$ cat src/rtl/mstage_pkg.sv
// Shared constants for the M-stage load/store unit.
// Funct3 memory op codes, FSM state encodings, default context width.
package mstage_pkg;

  localparam int CTX_W_DEFAULT = 352;

  localparam logic [2:0] MEMOP_B  = 3'b000;
  localparam logic [2:0] MEMOP_H  = 3'b001;
  localparam logic [2:0] MEMOP_W  = 3'b010;
  localparam logic [2:0] MEMOP_BU = 3'b100;
  localparam logic [2:0] MEMOP_HU = 3'b101;

  localparam logic [1:0] ST_IDLE = 2'd0;
  localparam logic [1:0] ST_REQ  = 2'd1;
  localparam logic [1:0] ST_RSP  = 2'd2;
  localparam logic [1:0] ST_DONE = 2'd3;

endpackage

$ cat src/rtl/mstage_lsu_if.sv
// Data bus interface: single-outstanding req/rsp handshake.
// master = LSU side, slave = memory side.
interface mstage_lsu_if;

  logic        req_valid;
  logic        req_ready;
  logic        req_we;
  logic [31:0] req_addr;
  logic [31:0] req_wdata;
  logic [3:0]  req_wstrb;
  logic        rsp_valid;
  logic [31:0] rsp_rdata;
  logic        rsp_err;

  modport master (
    output req_valid, req_we, req_addr, req_wdata, req_wstrb,
    input  req_ready, rsp_valid, rsp_rdata, rsp_err
  );

  modport slave (
    input  req_valid, req_we, req_addr, req_wdata, req_wstrb,
    output req_ready, rsp_valid, rsp_rdata, rsp_err
  );

endinterface

$ cat src/rtl/mstage_lsu_align.sv
// Byte-lane alignment: strobes, store shift, load extend, misalign.
// LSU_MISALIGN_CHECK_EN enables the misalignment detector.
module lsu_align
  import mstage_pkg::*;
(
  input  logic [1:0]  addr_lo,
  input  logic [2:0]  op,
  input  logic [31:0] wdata,
  input  logic [31:0] rdata,
  output logic [3:0]  wstrb,
  output logic [31:0] wdata_sh,
  output logic [31:0] rdata_ext,
  output logic        misalign
);

  logic [31:0] rsh;

  assign rsh      = rdata >> {addr_lo, 3'b000};
  assign wdata_sh = wdata << {addr_lo, 3'b000};

  // Decode size/sign into lane strobes and load extension
  always_comb begin
    wstrb     = 4'b0000;
    rdata_ext = rsh;
    unique case (1'b1)
      op == MEMOP_B: begin
        wstrb     = 4'b0001 << addr_lo;
        rdata_ext = {{24{rsh[7]}}, rsh[7:0]};
      end
      op == MEMOP_H: begin
        wstrb     = 4'b0011 << addr_lo;
        rdata_ext = {{16{rsh[15]}}, rsh[15:0]};
      end
      op == MEMOP_W: begin
        wstrb     = 4'b1111;
        rdata_ext = rsh;
      end
      op == MEMOP_BU: begin
        rdata_ext = {24'h0, rsh[7:0]};
      end
      op == MEMOP_HU: begin
        rdata_ext = {16'h0, rsh[15:0]};
      end
      default: begin
        wstrb     = 4'b0000;
        rdata_ext = rsh;
      end
    endcase
  end

`ifdef LSU_MISALIGN_CHECK_EN
  assign misalign = (op[1:0] == 2'b01 && addr_lo[0]) ||
                    (op[1:0] == 2'b10 && addr_lo != 2'b00);
`else
  assign misalign = 1'b0;
`endif

endmodule

$ cat src/rtl/mstage_lsu.sv
// M-stage load/store unit: E handshake in, bus access, W handshake out.
// Misalign trap path built only with LSU_MISALIGN_CHECK_EN.
module mstage_lsu
  import mstage_pkg::*;
#(
  parameter int CTX_W = CTX_W_DEFAULT
) (
  input  logic             clk,
  input  logic             rst,
  input  logic             s_valid,
  output logic             s_ready,
  input  logic [CTX_W-1:0] ctxE,
  input  logic             memenE,
  input  logic             memweE,
  input  logic [2:0]       memopE,
  input  logic [31:0]      addrE,
  input  logic [31:0]      wdataE,
  output logic             m_valid,
  input  logic             m_ready,
  output logic [CTX_W-1:0] ctxM,
  output logic [31:0]      mdataM,
  output logic             memerrM,
  output logic             misalignM,
  mstage_lsu_if.master     bus
);

  logic [1:0]       state;
  logic [CTX_W-1:0] ctx_q;
  logic [31:0]      addr_q;
  logic [31:0]      wdata_q;
  logic [2:0]       op_q;
  logic             we_q;
  logic [31:0]      mdata_q;
  logic             err_q;
  logic             mis_q;

  logic             idle;
  logic             in_req;
  logic [1:0]       a_lo;
  logic [2:0]       a_op;
  logic [3:0]       al_wstrb;
  logic [31:0]      al_wdata;
  logic [31:0]      al_rdata;
  logic             al_mis;

  assign idle   = (state == ST_IDLE);
  assign in_req = (state == ST_REQ);

  // In IDLE the aligner looks at the incoming op to flag misalignment;
  // afterwards it works on the latched op for the bus and response.
  assign a_lo = idle ? addrE[1:0] : addr_q[1:0];
  assign a_op = idle ? memopE     : op_q;

  lsu_align u_align (
    .addr_lo   (a_lo),
    .op        (a_op),
    .wdata     (wdata_q),
    .rdata     (bus.rsp_rdata),
    .wstrb     (al_wstrb),
    .wdata_sh  (al_wdata),
    .rdata_ext (al_rdata),
    .misalign  (al_mis)
  );

  // FSM and latched instruction/result fields
  always_ff @(posedge clk) begin
    if (rst) begin
      state   <= ST_IDLE;
      ctx_q   <= '0;
      addr_q  <= '0;
      wdata_q <= '0;
      op_q    <= '0;
      we_q    <= 1'b0;
      mdata_q <= '0;
      err_q   <= 1'b0;
      mis_q   <= 1'b0;
    end else begin
      case (state)
        ST_IDLE: begin
          if (s_valid) begin
            ctx_q   <= ctxE;
            addr_q  <= addrE;
            wdata_q <= wdataE;
            op_q    <= memopE;
            we_q    <= memenE & memweE;
            mdata_q <= '0;
            err_q   <= 1'b0;
            mis_q   <= memenE & al_mis;
            if (!memenE || al_mis)
              state <= ST_DONE;
            else
              state <= ST_REQ;
          end
        end
        ST_REQ: begin
          if (bus.req_ready)
            state <= ST_RSP;
        end
        ST_RSP: begin
          if (bus.rsp_valid) begin
            mdata_q <= (we_q || bus.rsp_err) ? 32'h0 : al_rdata;
            err_q   <= bus.rsp_err;
            state   <= ST_DONE;
          end
        end
        default: begin
          if (m_ready)
            state <= ST_IDLE;
        end
      endcase
    end
  end

  assign s_ready   = idle;
  assign m_valid   = (state == ST_DONE);
  assign ctxM      = ctx_q;
  assign mdataM    = mdata_q;
  assign memerrM   = err_q;
  assign misalignM = mis_q;

  // Bus fields are only driven while a request is outstanding
  assign bus.req_valid = in_req;
  assign bus.req_we    = in_req & we_q;
  assign bus.req_addr  = in_req ? {addr_q[31:2], 2'b00} : 32'h0;
  assign bus.req_wdata = (in_req && we_q) ? al_wdata : 32'h0;
  assign bus.req_wstrb = (in_req && we_q) ? al_wstrb : 4'b0000;

endmodule

$ cat src/flat_wrapper.sv
// flat-port wrapper written by rule: the top's interface ports become plain ports
module mstage_lsu_flat import mstage_pkg::*;
#(
  parameter int CTX_W = CTX_W_DEFAULT
)
  (clk, rst, s_valid, s_ready, ctxE, memenE, memweE, memopE, addrE, wdataE, m_valid, m_ready, ctxM, mdataM, memerrM, misalignM, bus_req_valid, bus_req_we, bus_req_addr, bus_req_wdata, bus_req_wstrb, bus_req_ready, bus_rsp_valid, bus_rsp_rdata, bus_rsp_err);
  mstage_lsu_if bus_i ();
  input  logic clk;
  input  logic rst;
  input  logic s_valid;
  output logic s_ready;
  input  logic [CTX_W-1:0] ctxE;
  input  logic memenE;
  input  logic memweE;
  input  logic [2:0] memopE;
  input  logic [31:0] addrE;
  input  logic [31:0] wdataE;
  output logic m_valid;
  input  logic m_ready;
  output logic [CTX_W-1:0] ctxM;
  output logic [31:0] mdataM;
  output logic memerrM;
  output logic misalignM;
  output wire logic [$bits(bus_i.req_valid)-1:0] bus_req_valid;
  output wire logic [$bits(bus_i.req_we)-1:0] bus_req_we;
  output wire logic [$bits(bus_i.req_addr)-1:0] bus_req_addr;
  output wire logic [$bits(bus_i.req_wdata)-1:0] bus_req_wdata;
  output wire logic [$bits(bus_i.req_wstrb)-1:0] bus_req_wstrb;
  input wire logic [$bits(bus_i.req_ready)-1:0] bus_req_ready;
  input wire logic [$bits(bus_i.rsp_valid)-1:0] bus_rsp_valid;
  input wire logic [$bits(bus_i.rsp_rdata)-1:0] bus_rsp_rdata;
  input wire logic [$bits(bus_i.rsp_err)-1:0] bus_rsp_err;
  assign bus_req_valid = bus_i.req_valid;
  assign bus_req_we = bus_i.req_we;
  assign bus_req_addr = bus_i.req_addr;
  assign bus_req_wdata = bus_i.req_wdata;
  assign bus_req_wstrb = bus_i.req_wstrb;
  assign bus_i.req_ready = bus_req_ready;
  assign bus_i.rsp_valid = bus_rsp_valid;
  assign bus_i.rsp_rdata = bus_rsp_rdata;
  assign bus_i.rsp_err = bus_rsp_err;
  mstage_lsu #(.CTX_W(CTX_W)) u_core (.clk(clk), .rst(rst), .s_valid(s_valid), .s_ready(s_ready), .ctxE(ctxE), .memenE(memenE), .memweE(memweE), .memopE(memopE), .addrE(addrE), .wdataE(wdataE), .m_valid(m_valid), .m_ready(m_ready), .ctxM(ctxM), .mdataM(mdataM), .memerrM(memerrM), .misalignM(misalignM), .bus(bus_i));
endmodule
$ cat config.mk
export PLATFORM = sky130hd
export DESIGN_NAME = mstage_lsu_flat
export DESIGN_NICKNAME = d
export VERILOG_FILES = /design/src/rtl/mstage_pkg.sv /design/src/rtl/mstage_lsu_if.sv /design/src/rtl/mstage_lsu_align.sv /design/src/rtl/mstage_lsu.sv /design/src/flat_wrapper.sv
export SDC_FILE = /design/constraint.sdc
export NUM_CORES = 1
export LEC_CHECK = 0
export CAP_MARGIN = 20
export CORE_AREA = 2 2 355 357
export DETAILED_ROUTE_END_ITERATION = 10
export DIE_AREA = 0 0 357 359
export PLACE_DENSITY = 0.43
export RECOVER_POWER = 25
export SLEW_MARGIN = 10
export SYNTH_ARGS = -nofsm -noshare
export SYNTH_HDL_FRONTEND = slang
export SYNTH_SLANG_ARGS = --single-unit
$ cat constraint.sdc
create_clock -name clk -period 2.1 [get_ports clk]
set_input_delay 0.21 -clock clk [delete_from_list [all_inputs] [get_ports clk]]
set_output_delay 0.21 -clock clk [all_outputs]
set_load 0.05 [all_outputs]
==> flow_results.org, run 1 <==
** Timing
- For the pin with the worst max-slew slack, the measured transition is ~0.8 ns.
- Final-report hold violation count :: 0
- Setup violations remaining at the end of the flow were counted as 91.
- The worst pin sits at a relative slew slack of between 40 and 50%.
- Setup repair after global routing could not meet its margin everywhere.
- The number of max-slew violations in the final report is 0.
- The final critical path takes up 128% of the cycle.
- Static timing analysis puts the maximum clock frequency at around 370 MHz.
- Tmin final :: ~2.7 ns
- The clock arrives with 0.0190 ns of skew.
- After layout, the worst setup slack is -0.595 ns.

** Setup path
- WP data arrival :: 2.48 ns
- STA classifies the critical path endpoint as a primary output.
- STA classifies the critical path startpoint as a flip-flop.
- The number of buffers and inverters on the critical path is 4.
- Reg2reg setup slack :: -0.15 ns
- Worst path required time :: 1.89 ns
- Worst-path cell with the longest stage delay :: dfxtp_2
- Max Fanout on Critical Path :: 17
- Grouping stages by cell kind, the critical path spends the most delay in buffers and inverters.
- Among the stages of the critical path, the cell type that occurs most often is buf_12.
- List of cells traversed by the critical path :: inv_2 -> ha_4 -> buf_12 -> mux2i_4 -> buf_12 -> nand2_1 -> nand2_2 -> nor2_1 -> a211oi_4 -> buf_12
- Worst path max stage delay :: 0.32 ns
- Crit Path Category :: flip-flop to primary output

** Pwr
- VDD sags by at most about 0.00057 V.
- Power Dens Cells :: 1220 mW/mm2
- For this design the static power due to leakage is ~13 nW.
- Power comes to a little under 0.04 W.

** Clock tree
- The tree is rooted in a clkbuf_16.
- Number of sinks on the clock net :: approximately 460
- For the worst-skew pair, the clock arrives at the later sink with an insertion delay of 0.65 ns.
- Clock-pin slew was measured on the worst setup and hold paths at 0.06 ns.
- The clock passes through at most 3 buffers.
- TritonCTS built the clock tree.
- CTS built an H-tree with a depth of 2.
- Clock tree synthesis inserted a total of 61 buffers.

** Logic synthesis
- Number of distinct library cells after synthesis :: 46
- Share of flip-flops with an asynchronous set or reset after synthesis :: 0%
- In this run the cell area of the synthesized design comes to 0.0172 mm2.
- Xor-xnor portion of the synthesized cell area :: 0%
- For this run, the register share of the synthesized area comes to 52.8%.
- In this run the mean area of a mapped cell was 7.65 um2.
- Among all flip-flop cells after synthesis, the most frequent one is dfxtp_1.
- Synthesized netlist cell count :: 2,255
- Of the post-synthesis cell area, the part taken by muxes is 1.68%.
- Register bit total from synthesis :: between 400 and 500
- Of the total synthesized cell area, the portion taken by AND, OR, NAND and NOR gates is 24.0%.
- Area share of fa/ha/maj cells after synthesis :: 0.290%
- Counting flops with a built-in enable in the synthesized netlist gives 0.
- Combinational family with the most area after synthesis :: simple AND/OR/NAND/NOR gates
- Complex-gate fraction of the synthesized area :: 16.9%
- The Yosys step of the flow raised 0 warnings.

** Place
- Input and output buffers added on the ports amount to 914.
- Prior to clock tree synthesis, the placed netlist has a worst setup slack of -0.144 ns.
- Summed over all nets, the half-perimeter wirelength after detailed placement is 71,700 um.
- Gpl congestion :: 0.845

** Floorplan
- 918 I/O pins were placed.
- The die covers between 0.1 and 0.15 mm2.
- The floorplan step set the die height to 359 um.
- After floorplanning, the core was sized to cover 0.125 mm2.
- In this run the horizontal extent of the chip is between 300 and 400 um.
- The initial utilization of the core area, before any placement, comes to approximately 14%.
- After floorplanning, the core was divided into 130 placement rows.

** Detailed routing
- After detailed routing, the total wire length is 94,600 um.
- For this run, design rule violations remaining after detail routing come to 0.
- The first routing iteration left 930 violations.
- Using the TritonRoute via totals, the vias-per-cell ratio works out to slightly below 4.
- For this block, the via count after detailed routing is 19,000.
- Drt first pass iters :: 6
- Dividing the detail-routed wire length by the instance count gives roughly 19 um.
- In this run the remaining antenna-violating nets after routing total 0.

** Outcome
- The flow ran to the end, but the final reports show violations.
- The final reports fail on negative setup slack.

** Cells and area
- Share of post-route cells with drive strength above 1 :: between 10% and 20%
- Number of nets in the layout :: 3,671
- Relative to the synthesized area, the layout overhead comes to 89.0%.

** GRT
- Entering global routing, the biggest net connects 113 pins.
- Wire length of the first global-routing pass :: 133,000 um
- Across every metal layer, demand over resource in global routing totals 14.0%.
- Global routing finished with a remaining overflow of 0.
- Antenna violations before repair :: 13
- Via count of the first global-routing pass :: 18,700

** Flow run
- Across the run, the number of max-cap violations was 0.

** Min path
- Type of the worst min-delay path :: input port to flip-flop
==> cell usage after synthesis (2+ instances only) <==
cell type  count  share of area [%]
a211oi_1       9               0.39
o31ai_1        6               0.26
o2bb2ai_1      7               0.36
mux2i_2        2               0.16
mux2_2         2               0.13
buf_1         13               0.28
buf_4          6               0.26
or3_1          3               0.11
nand2b_1       2              0.073
nor2_1        49                1.1
clkbuf_1     144                3.1
buf_2         13               0.38
a22oi_1        9               0.39
nor2b_1        3               0.11
o31ai_2       10               0.73
nor2_2         2              0.073
a21oi_1      460                 13
a32oi_1        7               0.36
buf_6          2               0.13
mux2i_1       19                1.1
and2_1        31                1.1
nand3_1       10               0.29
nand2_1      937                 20
inv_1          6               0.13
a222oi_1       8               0.46
ha_1           4               0.29
dfxtp_1      455                 53
nor3_1        11               0.32
and3_1         8               0.29
==> worst min-delay path, stage by stage <==
cell,delay [ns]
clkdlybuf4s50_1,0.40
nand2_1,0.05
a21oi_1,0.05
==> cell usage in the layout (no fill, tap or decap), types with 5 or more instances in the layout <==
master | netlist | final
a211oi_4 | 0 | 8
a21oi_1 | 460 | 446
a21oi_4 | 1 | 11
a222oi_1 | 8 | 8
a22oi_2 | 0 | 5
a32oi_1 | 7 | 5
and2_4 | 0 | 31
and3_4 | 0 | 8
buf_12 | 0 | 105
buf_4 | 6 | 77
buf_6 | 2 | 25
clkbuf_1 | 144 | 70
clkbuf_16 | 0 | 68
clkbuf_2 | 0 | 7
clkbuf_8 | 0 | 12
clkdlybuf4s50_1 | 0 | 583
clkinv_2 | 0 | 17
dfxtp_1 | 455 | 453
dlygate4sd2_1 | 0 | 192
mux2i_2 | 2 | 6
mux2i_4 | 1 | 13
nand2_1 | 937 | 924
nand2_2 | 0 | 9
nand3_1 | 10 | 10
nor2_1 | 49 | 35
nor2_2 | 2 | 7
nor2_4 | 0 | 9
nor3_1 | 11 | 9
o2bb2ai_1 | 7 | 6
o31ai_2 | 10 | 10
o31ai_4 | 0 | 5
==> sequential cells by signal, indices dropped and copies added (netlist names) <==
| name | cells |
|---|---|
| u_core.memerrM | 1 |
| u_core.addr_q | 32 |
| u_core.ctxM | 352 |
| u_core.mdataM | 32 |
| u_core.wdata_q | 32 |
| u_core.op_q | 3 |
| u_core.state | 2 |
| u_core.we_q | 1 |
==> worst paths after layout <==
kind / from / end / depth (start not counted)
worst max-delay path: u_core.state[1] / bus_req_wdata[26] / 10
worst min-delay path: ctxE[260] / u_core.ctxM[260] / 3
worst max register to register: u_core.state[1] / u_core.mdataM[12] / 10
worst min register to register: u_core.ctxM[176] / u_core.ctxM[176] / 2
==> through the flow <==
stage          utilization (%)  hold slack, ns  area (um2)  setup TNS (ns)  std cells
3_3_place_gp              24.1           0.437       30000           -4.45       4753
6_report                  26.2          0.0845       32600          -22.46       4910
2_1_floorplan                -           0.346       17700           -8.15       2257
4_1_cts                   26.1         0.00460       32500          -28.90       4893
3_5_place_dp              24.1           0.441       30000           -1.89       4755
5_1_grt                   26.2          0.0232       32600          -31.79       4909
==> report_power, final <==
part	leakage (nW)	internal [W]	total, W	switching, W
registers	3.73	0.0100	0.0108	0.000774
logic	7.89	0.00672	0.0183	0.0116
clock network	1.02	0.00628	0.0107	0.00443
total	12.6	0.0230	0.0398	0.0168
==> layer usage <==
metal | global-route usage [%] | up-vias | routed length [um]
li1 | - | 9280 | -
met1 | 15.9 | 8969 | 37400
met2 | 24.3 | 586 | 46500
met3 | 4.42 | 164 | 7000
met4 | 4.96 | 24 | 3530
met5 | 0 | - | 134
==> final cells by class <==
| class | instances | area (um2) |
|---|---|---|
| sequential | 455 | 9110 |
| clock inverter | 32 | 332 |
| clock buffer | 82 | 1730 |
| antenna | 2 | 5.00 |
| timing repair buffer | 1065 | 11100 |
| multi-input combinational | 1618 | 8270 |
| fill | 13700 | 92000 |
| inverter | 6 | 26.3 |
| tap | 1650 | 2060 |
==> kinds of logic after synthesis <==
group / Yosys count
AND/OR/NAND/NOR: 1059
AO/OA/AOI/OAI: 526
flip-flops: 455
buffers and inverters: 184
multiplexers: 26
adder cells (fa/ha/maj): 4
other: 1
==> repair_timing <==
action,CTS,global route
pin swaps,37,40
buffers inserted,20,14
endpoints found under the setup margin,282,148
endpoints found under the hold margin,1,0
gates cloned,5,9
hold buffers,1,0
gates resized for setup,297,107
No activity file was read; power rests on OpenSTA's default activity.
==> run 2: changes to the inputs <==
CAP_MARGIN = 15   (was 20)
==> flow_results.org, run 2 (synthesis gave the netlist of run 1 again) <==
** Pwr
- Sequential cells burn between 20 and 30% of the power.
- Internal power comes to roughly 0.023 W.
- In this run the power density over the cells is ~1200 mW/mm2.
- Worst IR Drop VDD :: 0.000683 V
- Combinational logic burns 45.2% of the power.
- Leak pwr :: 12.4 nW
- Of the total power, the share spent switching nets is 41.5%.
- Proportion of power drawn by the clock network :: 27.5%
- Switching power :: 0.0164 W

** GRT
- The first global-routing pass estimated about 130,000 um of wire.
- After global routing the overflow that remains totals 0.
- Total Routing Usage GR :: 14.0%
- Antenna violations before repair :: 25
- The via count of the first global-routing pass is 18,600.
- Entering global routing, the biggest net connects 113 pins.

** Timing
- Derived from the worst setup path, the maximum achievable clock frequency is 374 MHz.
- Setup repair after global routing could not meet its margin everywhere.
- Between clock sinks in the finished design, the worst skew comes to 0.0232 ns.
- Final-report hold violation count :: 0
- The worst pin sits at a relative slew slack of 45.3%.
- In the final timing run, aggregate negative setup slack is -22.68 ns.
- Setup violations remaining at the end of the flow were counted as 79.
- In the finished design, the share of the clock period the worst path needs comes to 127%.
- The number of max-slew violations in the final report was 0.
- At the pin with the least slew margin, the transition time is 0.824 ns.
- Crit path setup slack, layout :: -0.573 ns
- Counting I/O delays and the setup requirement, the final critical path takes 2.67 ns.

** Floorplan
- Ports placed on the boundary :: 918
- Y dimension of the die :: 359 um
- The die covers roughly 0.13 mm2.
- For this configuration, the core starts out at a cell density of 13.8%.
- Placeable core region :: 0.125 mm2
- The die is about 360 um wide.
- The floorplan has 130 rows.

** Place
- Placed cell count :: 4,753
- At the end of routability-driven placement, the weighted congestion stood at 0.845.
- Port buffer count :: 914
- Detailed placement finished with a half-perimeter wire length of between 70,000 and 80,000 um.

** Detailed routing
- Detailed routing inserted a total of 18,900 vias.
- The detailed router finished its first iteration with just under 900 violations.
- In the final routed layout, each cell accounts on average for 19.1 um.
- DRC Markers :: 0
- Number of nets with antenna violations after detailed routing :: 0
- Vias per std cell :: 3.85
- WL final :: 93,900 um
- For this run, the detailed router's first-pass iteration total came to 5.

** Setup path
- WP data arrival :: around 2.5 ns
- Tracing the worst setup path back leads to its startpoint at u_core.state[1].
- Critical R2R Launch :: u_core.state[0]
- Worst path required time :: 1.89 ns
- Max Fanout on Critical Path :: 9
- STA classifies the critical path endpoint as a primary output.
- Startpoint type of the worst setup path :: flip-flop
- Crit Path Category :: flip-flop to primary output

** Cells and area
- Layout Cells excl Fill :: 4,903
- The library cell used most frequently in the layout, excluding fill and tap cells, is nand2_1.
- The area growth from synthesis to layout is 88.6%.
- The register with the most flip-flops in the layout has roughly 350 of them.
- Most used cells in the layout excluding fill and tap cells :: nand2_1 (924), clkdlybuf4s50_1 (637), dfxtp_1 (453)
- Share of post-route cells with drive strength above 1 :: 14.3%
- Number of nets in the layout :: 3,658
- Fraction of the core area covered by cells at the end of the flow :: between 20% and 30%

** Clock tree
- The clock tree synthesis step divided the H-tree into 2 levels.
- Clock tree from TritonCTS :: built
- CTS Root Buffer Type :: clkbuf_16
- Counting along the longest clock path gives a buffer depth of 3.
- CTS saw 455 sinks.
- The number of clock buffers added by TritonCTS is 59.
- The later pin in the worst-skew pair is clocked with a latency of 0.66 ns.
- After clock tree synthesis, the clock-pin slew on the worst setup and hold paths is 0.06 ns.

** Min path
- The tightest min-delay check is of the input port to flip-flop type.
- Critical hold path startpoint :: ctxE[140]

** Outcome
- Outcome :: complete, but fails checks
- Violated checks :: negative setup slack

** Flow run
- The tool flagged a number of max-cap violations equal to 0.
## run 2: changes by cell type in the layout (fill, tap and decap cells not counted), sizes merged
cell	previous run	this run
buf	213	206
bufinv	4	6
clkbuf	158	148
clkdlybuf4s50	583	637
clkinv	22	11
diode	2	11
dlygate4sd2	192	145
dlymetal6s2s	0	6
inv	9	6
## run 2: metrics by stage
stage / hold slack (ns) / power, W / area, um2 / setup slack (ns)
global placement: 0.437 / 0.0280 / 30000 / -0.167
detailed placement: 0.442 / 0.0280 / 30000 / -0.174
floorplan: 0.346 / 0.0207 / 17700 / -0.295
finish: 0.0929 / 0.0395 / 32500 / -0.573
global route: 0.0503 / 0.0416 / 32500 / -0.710
CTS: 0.0177 / 0.0398 / 32400 / -0.645
## run 2: worst max-delay path, cell delays in order, from the launching register on
cell,delay [ns]
dfxtp_2,0.33
inv_2,0.05
ha_4,0.20
buf_12,0.15
mux2i_4,0.18
buf_12,0.17
clkbuf_16,0.17
buf_6,0.14
a211oi_4,0.24
buf_12,0.17
## run 2: layout make-up
class	count	area, um2
Tap cell	1650	2060
Sequential cell	455	9110
Clock buffer	89	1780
Multi-Input combinational cell	1618	8180
Fill cell	13700	92100
Clock inverter	20	299
Antenna cell	11	27.5
Inverter	6	26.3
Timing Repair Buffer	1054	11000
## run 2: worst paths after layout
kind | endpoint | slack [ns] | cells past startpoint
worst max register to register | u_core.mdataM[13] | -0.10 | 12
worst max-delay path | bus_req_wdata[30] | -0.57 | 9
worst min register to register | u_core.ctxM[90] | 0.45 | 2
worst min-delay path | u_core.ctxM[140] | 0.09 | 3
## run 2: power by group through the flow
stage | clock, W | combinational (W) | sequential (W)
final | 0.0109 | 0.0179 | 0.0108
after global routing | 0.0116 | 0.0191 | 0.0109
after CTS | 0.0113 | 0.0177 | 0.0108
after detailed placement | 0 | 0.0171 | 0.0110
after global placement | 0 | 0.0171 | 0.0109
after floorplan | 0 | 0.00606 | 0.0147
## run 2: routing by layer
metal | GRT usage (%) | vias to the layer above | wire [um]
met5 | 0 | - | 174
met4 | 5.65 | 26 | 3700
met3 | 4.58 | 163 | 7170
met2 | 24.0 | 589 | 46000
met1 | 15.8 | 8858 | 36800
li1 | - | 9261 | -
## run 2: repair_timing
item | in CTS | in global routing
resized for setup | 234 | 85
hold buffers | 0 | 1
gates cloned | 4 | 4
setup endpoints to repair | 245 | 142
setup buffers | 18 | 8
pin swaps | 37 | 20
hold endpoints to repair | 0 | 6
